### config.mk
export PLATFORM = sky130hd
export DESIGN_NAME = led_switch_panel
export DESIGN_NICKNAME = d
export VERILOG_FILES = /design/src/rtl/led_switch_panel.sv
export SDC_FILE = /design/constraint.sdc
export NUM_CORES = 1
export LEC_CHECK = 0
export ABC_AREA = 1
export BUFFER_PORTS_ARGS = -buffer_cell sky130_fd_sc_hd__buf_2
export CORE_ASPECT_RATIO = 0.6
export CORE_MARGIN = 10
export CORE_UTILIZATION = 50
export DETAILED_ROUTE_END_ITERATION = 7
export PLACE_DENSITY_LB_ADDON = 0.1
export SETUP_SLACK_MARGIN = 0.1
export SLEW_MARGIN = 40
export SYNTH_ARGS = -nofsm -noshare
export SYNTH_HDL_FRONTEND = slang
export SYNTH_SLANG_ARGS = --single-unit
### constraint.sdc
create_clock -name CLK -period 4.5 [get_ports CLK]
set_input_delay 0.45 -clock CLK [delete_from_list [all_inputs] [get_ports CLK]]
set_output_delay 0.45 -clock CLK [all_outputs]
set_load 0.01 [all_outputs]
### src/rtl/led_switch_panel.sv
// Switch-to-LED front panel: per-channel 2-flop sync, debounce, follow/toggle LED, rise pulses, heartbeat.
// Optional LED_PWM_EN adds an 8-bit PWM dimmer on the channel LEDs, controlled by BRIGHTNESS.
module led_switch_panel #(
   parameter int                NUM_SW          = 4,
   parameter int                DEBOUNCE_CYCLES = 250000,
   parameter int                HB_WIDTH        = 26,
   parameter logic [NUM_SW-1:0] TOGGLE_MASK     = '0
) (
   input  logic              CLK,
   input  logic              RST,
   input  logic [NUM_SW-1:0] SW,
`ifdef LED_PWM_EN
   input  logic [7:0]        BRIGHTNESS,
`endif
   output logic [NUM_SW:0]   LED,
   output logic [NUM_SW-1:0] SW_RISE
);

   localparam int             CW       = $clog2(DEBOUNCE_CYCLES + 1);
   localparam logic [CW-1:0]  CNT_LAST = CW'(DEBOUNCE_CYCLES - 1);

   logic [NUM_SW-1:0]          sync1_q, sync2_q;
   logic [NUM_SW-1:0]          stable_q, stable_d;
   logic [NUM_SW-1:0][CW-1:0]  cnt_q, cnt_d;
   logic [NUM_SW-1:0]          rise_q, rise_d;
   logic [NUM_SW-1:0]          tog_q, tog_d;
   logic [HB_WIDTH-1:0]        hb_q;
   logic [NUM_SW-1:0]          base;
   logic                       pwm_on;

   // Debounce: stable only moves after DEBOUNCE_CYCLES consecutive disagreeing samples.
   always_comb begin
      stable_d = stable_q;
      cnt_d    = cnt_q;
      for (int i = 0; i < NUM_SW; i++) begin
         if (sync2_q[i] == stable_q[i]) begin
            cnt_d[i] = '0;
         end else if (cnt_q[i] == CNT_LAST) begin
            stable_d[i] = sync2_q[i];
            cnt_d[i]    = '0;
         end else begin
            cnt_d[i] = cnt_q[i] + CW'(1);
         end
      end
      rise_d = stable_d & ~stable_q;
      tog_d  = tog_q ^ (rise_d & TOGGLE_MASK);
   end

   always_ff @(posedge CLK or posedge RST) begin
      if (RST) begin
         sync1_q  <= '0;
         sync2_q  <= '0;
         stable_q <= '0;
         cnt_q    <= '0;
         rise_q   <= '0;
         tog_q    <= '0;
         hb_q     <= '0;
      end else begin
         sync1_q  <= SW;
         sync2_q  <= sync1_q;
         stable_q <= stable_d;
         cnt_q    <= cnt_d;
         rise_q   <= rise_d;
         tog_q    <= tog_d;
         hb_q     <= hb_q + HB_WIDTH'(1);
      end
   end

`ifdef LED_PWM_EN
   logic [7:0] pwm_q;

   always_ff @(posedge CLK or posedge RST) begin
      if (RST) pwm_q <= '0;
      else     pwm_q <= pwm_q + 8'd1;
   end

   assign pwm_on = (pwm_q < BRIGHTNESS);
`else
   assign pwm_on = 1'b1;
`endif

   assign base    = (TOGGLE_MASK & tog_q) | (~TOGGLE_MASK & stable_q);
   assign LED     = {hb_q[HB_WIDTH-1], base & {NUM_SW{pwm_on}}};
   assign SW_RISE = rise_q;

endmodule

* After elaboration in Yosys (flattened, before gate mapping)
Index checks and enable logic that the tools add are counted.
** Storage, ports and cells
- Memory bits (writable) :: 0
- Latch bits :: 0
- Memory bits (read-only) :: 0
- Memories :: 0
- Bits in registers :: 114
- Word-level logic and storage cells :: 40
** Cells by class
- Eq/ne operators :: 8
- $add $sub $neg :: 5
- Reduce and logical (&&, ||, !) cells :: 0
- Mux-type cells :: 16
- $lt $le $gt $ge :: 0
- Multiply operators :: 0
- Shift operators :: 0
- Bitwise gates (word level) :: 2
- Divide/modulo/power cells :: 0
** Operators by type and width (number)
- 18-bit two-way mux :: 8
- 18-bit by 1-bit adder with 18-bit output (second input constant) :: 4
- 18-bit == test (second input constant) :: 4
- 26-bit by 1-bit adder with 26-bit output (second input constant) :: 1
- 1-bit two-way mux :: 8
- 4-bit bitwise AND :: 1
- 1-bit == test :: 4
- 4-bit NOT :: 1

* Logic depth before layout (Yosys ltp)
Gate-level depths: netlist (run 1).
- Depth after elaboration :: 4
- Mapped depth :: 9
- Depth with buffers taken out :: 9

* Worst setup path after synthesis (run 1)
OpenSTA, ideal clock, no wires.
- Path type :: reg2reg
- From :: register cnt_q[0] (netlist name)
- To :: register cnt_q[7] (netlist name)
- Data required time :: 4.380 ns
- Path buffers :: 0
- Path slack :: 3.154 ns
- Data arrival time :: 1.226 ns
- Stages on the path, launching flop included :: 9
- Setup time :: 0.120 ns
- Cells stage by stage :: dfrtp_1 -> ha_1 -> nand2_1 -> nor2_4 -> nand3_1 -> nor2_1 -> nor2_2 -> inv_2 -> nor2_1
** RTL lines
- from (decl) :: RTL line 24 : logic [NUM_SW-1:0][CW-1:0] cnt_q, cnt_d;
- from (signal assigned) :: RTL line 62 : cnt_q <= cnt_d;

==> results.cfg, run 1 <==
[synthesis]
synth_cells = 729
netlist-cell-type-count = 31
synth_edf_count = 0
netlist_area_um2 = 5870
yosysWarnings = 0
async_flop_share_pct = 100
ys.flop_type = dfrtp_1
syn_area_per_cell_um2 = 8.05
synth-seq-cells = 114
yosysSeqAreaShare_pct = 48.6
synth_fp_nets = 740

[worst_setup_path]
cp-start-kind = register
arrival_ps = 1940
timing.rr.start = cnt_q[0]
rr_endpoint = cnt_q[0]
cp.required_ps = 4830
crit_path_start = cnt_q[0]
path_max_fanout = 6
endpoint_kind = register
cp-endpoint = cnt_q[0]
criticalPathCategory = reg2reg
r2r_cells = 8
r2r_slack_ps = 2890

[sta]
worst_slew_margin_rel_pct = 62.6
period_share_pct = 35.7
skew_ps = 11.7
hold_violations = 0
setup_viol = 0
tightest_slew_ps = 558
slew_violations = 0
post-route-worst-setup-slack_ps = 2890
fin_setup_tns_ps = 0
rsz0062_at_grt = false
fin_crit_ps = 1610
max_freq_mhz = 622

[global_route]
grt_pass1_wl_um = 20800
grt_start_max_net_pins = 84
globalRoute.totalOverflow = 0
antenna_found_initial = 0
first_global_vias = 4305
gr-usage-all-layers_pct = 15.1

[pwr]
total_switching_power_mw = 0.514
clkPwrFrac_pct = 57.6
p_total_mw = 2.61
switching_share_pct = 19.7
power.density_nw_per_um2 = 382
p_int_mw = 2.09
leakage_nw = 2.88
pwr-share-comb_pct = 2.2
vdd_drop_max_mv = 0.270
seqPwrFrac_pct = 40.3

[placement]
portBuffers = 14
dp_cells = 903
place_congestion = 0.866
hpwl_um = 8870
dp_slack_ps = 2890

[clocking]
cts_buffers = 17
cts_buffer_depth = 2
cts_setup_buffers = 0
hold_buffers = 0
cts_max_level = 4
root_buffer = clkbuf_16
cts_tree = yes
clk_pin_slew_worst_paths_ps = 50
clock-sinks = 114
postCtsResizedCells = 0
clock_latency_ps = 410

[detailed_routing]
dr.pass1.iters = 5
wirelength_um = 12500
num_vias = 4727
drtAntennaViolNets = 0
drc = 0
wl_per_cell_um = 13.3
viasPerCell = 5.06
drt_iter0_drc = 415

[finish]
fin_util_pct = 60.0
diodes = 0
nets = 773
fin_cells = 935
area_delta_synth_final_pct = 16.2
drive_above_1_share_pct = 12.4

[floorplanning]
start_util_pct = 51.6
die-height_um = 104
io_pins = 15
die_w_um = 160
core_area_um2 = 11400
dieArea_um2 = 16600
fp-row-count = 30

[flow_run]
drv_cap = 0

[run_status]
status = finished clean

[min_path]
worstHoldPathType = in2async
-- layout by cell type, fill, tap and decap left out --
cell / instances
a31oi_1: 1
clkbuf_16: 17
inv_1: 66
nand2_2: 6
buf_2: 14
bufinv_16: 5
nor3_1: 26
o21ai_2: 1
clkbuf_8: 4
xor2_1: 36
nand2_4: 2
xor2_2: 1
ha_1: 5
nor3_4: 1
xnor2_2: 2
o21ai_1: 2
inv_2: 6
clkinv_2: 2
nand4_1: 20
and2_1: 2
nand2_1: 169
clkinvlp_4: 2
dfrtp_1: 114
nand3_4: 1
o21bai_1: 2
nor2_2: 15
inv_8: 1
nand3_2: 3
buf_4: 1
nand3b_1: 1
a21oi_1: 9
nor2_1: 159
xnor2_1: 11
nor2_4: 7
clkbuf_1: 2
nor3_2: 5
nand3_1: 47
o21ai_0: 2
nor3b_1: 5
-- stage by stage --
step                hold WS [ps]  area (um^2)
floorplan                    331         5870
finish                       117         6820
detailed placement           338         6150
CTS                          133         6810
global placement             332         6140
global route                 133         6820
-- cell families (layout without fill, tap and decap cells) --
| family | count (synthesis) | in the layout | share of synthesized area [%] |
|---|---|---|---|
| compound gates | 17 | 17 | 1.62 |
| xor+xnor | 50 | 50 | 7.72 |
| fa+ha+maj | 5 | 5 | 1.07 |
| buf+inv | 74 | 120 | 4.80 |
| flops | 114 | 114 | 48.6 |
| simple gates | 469 | 469 | 36.2 |
-- final cells by class --
class / count / area (um^2)
tap: 160 / 200
sequential: 114 / 2850
clock buffer: 23 / 488
timing repair buffer: 15 / 77.6
inverter: 73 / 282
multi-input combinational: 541 / 2740
clock inverter: 9 / 175
fill: 1010 / 4550
-- flip-flops by register name, indices dropped and copies added (netlist names) --
register / flops
cnt_q: 72
hb_q: 26
SW_RISE: 4
base: 4
sync1_q: 4
sync2_q: 4
-- worst max-delay path, stage by stage (launching register included) --
cell and delay (ps):
dfrtp_1 400, ha_1 220, nand2_1 160, nor2_4 70, nand3_1 110, nor2_1 70
nor2_2 250, inv_2 130, nor2_1 130
-- power groups by stage --
stage / Clock [mW] / Sequential [mW] / Combinational (mW)
floorplan: 0 / 1.06 / 0.0403
global placement: 0 / 1.07 / 0.0557
detailed placement: 0 / 1.07 / 0.0572
CTS: 1.53 / 1.05 / 0.0576
global route: 1.58 / 1.05 / 0.0662
finish: 1.50 / 1.05 / 0.0561
-- synth_stat cells, types with 6 or more instances --
cell     number  area, um^2
inv_1        67         251
nand2_1     169         634
nor2_1      159         597
nor2_2       15        93.8
inv_2         6        22.5
nor2_4        7        78.8
dfrtp_1     114        2850
xor2_1       36         315
nor3_1       26         130
nand3_1      47         235
xnor2_1      12         105
nand2_2       6        37.5
nand4_1      20         125
a21oi_1       9        45.0
-- how the worst min path moves through the flow --
stage / endpoint / cells past startpoint / startpoint / slack (ps)
3_5_place_dp: sync2_q[1] / 0 / sync1_q[1] / 340
4_1_cts: sync1_q[3] / 1 / SW[3] / 130
5_1_grt: sync1_q[3] / 1 / SW[3] / 130
6_report: sync1_q[1] / 2 / RST / 120
3_3_place_gp: sync2_q[1] / 0 / sync1_q[1] / 330
2_1_floorplan: sync2_q[0] / 0 / sync1_q[0] / 330
-- metal layers --
| metal | GRT usage [%] | vias to the layer above | routed length, um |
|---|---|---|---|
| li1 | - | 2368 | - |
| met1 | 22.7 | 2226 | 6490 |
| met2 | 20.1 | 121 | 5090 |
| met3 | 4.39 | 12 | 736 |
| met4 | 4.70 | 0 | 131 |
| met5 | 0 | - | 0 |
Power figures use the tool's default switching activity.
==> run 2, diff against run 1 <==
ABC_AREA = 0   (was 1)
clock period = 1.6 ns   (was 4.5 ns; I/O delays follow)
==> run 2 against run 1 <==
Net effect:
- the flow now finishes with violations (negative setup slack)
- die area down 8.5%
- utilization up 15 points
- synthesized cell count down 33%
- worst hold slack better by 230 ps
- global-route usage up 0.53 points
- synthesized area down 10%
- sequential share of layout area down 4.1 points
- total power rose to 2.9 times the previous value
- critical path depth down 2
- clock skew down 3.2 ps
- largest cell class unchanged
- highest routed layer unchanged
==> results.cfg, run 2 <==
[run_status]
status = finished, violations left
violations = negative setup slack

[worst_setup_path]
critPathMaxStageDelay_ps = 450
path_max_fanout = 5
endpoint_kind = register
path_cells = nor4b_4 -> nand2_2 -> o41ai_4 -> buf_6 -> clkbuf_16 -> nor2_2
cp.required_ps = 1900
arrival_ps = 2010
cp-start-kind = register
path_delay_family = simple AND/OR/NAND/NOR gates
cp_slowest_cell = dfrtp_2
criticalPathCategory = reg2reg
cp_num_buf_inv = 2

[detailed_routing]
drt_iter0_drc = 308
wirelength_um = 12500
dr.pass1.iters = 4
drtAntennaViolNets = 0
drc = 0
num_vias = 4145
wl_per_cell_um = 16.3
viasPerCell = 5.43

[synthesis]
ys.flop_type = dfrtp_1
synth_commonest_cells = dfrtp_1, xnor2_1, nor2_1, nand3_1, nor4_1
netlist-cell-type-count = 39
synth_fp_nets = 502
yosysWarnings = 0
async_flop_share_pct = 100
netlist_area_um2 = 5280
yosysSeqAreaShare_pct = 54.0
yosys.cell_count.top_type = dfrtp_1
synth-seq-cells = 114
syn_area_per_cell_um2 = 10.8
post-synth-top-area-fraction_pct = 54.0
synth_area_leaders = dfrtp_1, xnor2_1, nor2_1, nand3_1, nor4_1
synth_cells = 491
synth_edf_count = 0
synth_top_area_cell = dfrtp_1

[clocking]
cts_buffer_depth = 2
root_buffer = clkbuf_16
clock_latency_ps = 410
cts_buffers = 17
cts_tree = yes
cts_max_level = 4
clock-sinks = 114
clk_pin_slew_worst_paths_ps = 50

[finish]
fin_util_pct = 75.1
top_register = cnt_q
layout.area.seq_um2 = 2860
multiInputGateArea_um2 = 2830
drive_above_1_share_pct = 39.4
final_cell_mix = dfrtp_1, buf_4, xnor2_1, nor2_1, nand3_1
nets = 627
mostFrequentLayoutCell = dfrtp_1
top_regs = cnt_q (72), hb_q (26)
largest_reg_flops = 72
fillCellCount = 627
diodes = 0
area_delta_synth_final_pct = 43.4

[sta]
max_freq_mhz = 585
slew_violations = 0
holdWs_ps = 345
post-route-worst-setup-slack_ps = -110
setup_viol = 54
period_share_pct = 107
tightest_slew_ps = 593
fin_crit_ps = 1710
rsz0062_at_grt = true
skew_ps = 8.49
hold_violations = 0
worst_slew_margin_rel_pct = 60.4

[pwr]
leakage_nw = 3.21
vdd_drop_max_mv = 0.926
power.density_nw_per_um2 = 987

[global_route]
grt_start_max_net_pins = 40
antenna_found_initial = 0
first_global_vias = 4068
globalRoute.totalOverflow = 0
grt_pass1_wl_um = 19800
gr-usage-all-layers_pct = 15.6

[floorplanning]
core_area_um2 = 10100
io_pins = 15
fp-row-count = 28
start_util_pct = 52.3
dieArea_um2 = 15200
die-height_um = 99.6
die_w_um = 153

[placement]
hpwl_um = 7650
portBuffers = 14
place_congestion = 0.871

[flow_run]
drv_cap = 0

[min_path]
worstHoldPathType = reg2reg
## run 2: cell count changes after synthesis, moves of 7 or more
cell / previous run / this run
nand2_1: 169 / 21
nor3_1: 26 / 14
nand3_1: 47 / 39
nor4_1: 0 / 25
nor2_4: 7 / 0
xor2_1: 36 / 14
inv_1: 67 / 19
or3_1: 0 / 7
nor2_1: 159 / 67
xnor2_1: 12 / 69
## run 2: what timing repair did
action                     4_1_cts  5_1_grt
pin swaps                       14       28
resized for setup               40       66
setup buffers                   13       12
hold endpoints to repair        25        0
hold buffers                     5        0
setup endpoints to repair       84       89
cloned                           1        3
## run 2: layer usage
layer  GRT usage [%]  wire, um  vias up
met5               0         0        -
met4            6.57       150        0
met3            3.35       466       12
met2            23.7      5930       65
met1            21.3      5950     2103
li1                -         -     1965
## run 2: final timing paths
kind                            startpoint          to  slack (ps)  depth (start not counted)
worst max-delay path             cnt_q[29]   cnt_q[30]        -110                          6
worst min-delay path            sync1_q[0]  sync2_q[0]         350                          0
worst max register to register   cnt_q[29]   cnt_q[30]        -110                          6
worst min register to register  sync1_q[0]  sync2_q[0]         350                          0
max in group asynchronous              RST   cnt_q[23]         610                          4
min in group asynchronous              RST  sync1_q[0]         390                          3
## run 2: layout make-up
class | count | share of cell area (%)
Multi-Input combinational cell | 350 | 37.4
Timing Repair Buffer | 114 | 12.9
Inverter | 19 | 0.991
Tap cell | 135 | 2.23
Clock inverter | 10 | 2.35
Sequential cell | 114 | 37.7
Clock buffer | 22 | 6.39
## run 2: cell families (layout without fill, tap and decap cells)
| family | Yosys count | in the layout | synth area share, % |
|---|---|---|---|
| multiplexers | 4 | 4 | 0.853 |
| buffers and inverters | 27 | 165 | 2.37 |
| AO/OA/AOI/OAI | 22 | 22 | 3.98 |
| adder cells (fa/ha/maj) | 5 | 5 | 1.18 |
| flip-flops | 114 | 114 | 54.0 |
| XOR/XNOR | 83 | 83 | 13.8 |
| AND/OR/NAND/NOR | 236 | 236 | 23.8 |
## run 2: stage by stage
step / total power, mW / std cells / TNS (ps) / area [um^2] / worst slack [ps]
after floorplan: 3.13 / 491 / -2130 / 5410 / -89.3
final: 7.48 / 764 / -2260 / 7570 / -110
after global routing: 7.71 / 764 / -6150 / 7570 / -151
after detailed placement: 3.23 / 698 / -345 / 6150 / -40.8
after CTS: 7.48 / 749 / -70.0 / 7120 / -24.3
after global placement: 3.22 / 698 / 0 / 6150 / 4.46
## run 2: report_power, final
part           internal (mW)  leakage, nW  switching [mW]  total (mW)
Combinational          0.128         1.34           0.166       0.294
Sequential              2.92         1.54          0.0360        2.96
Clock                   2.92        0.326            1.31        4.22
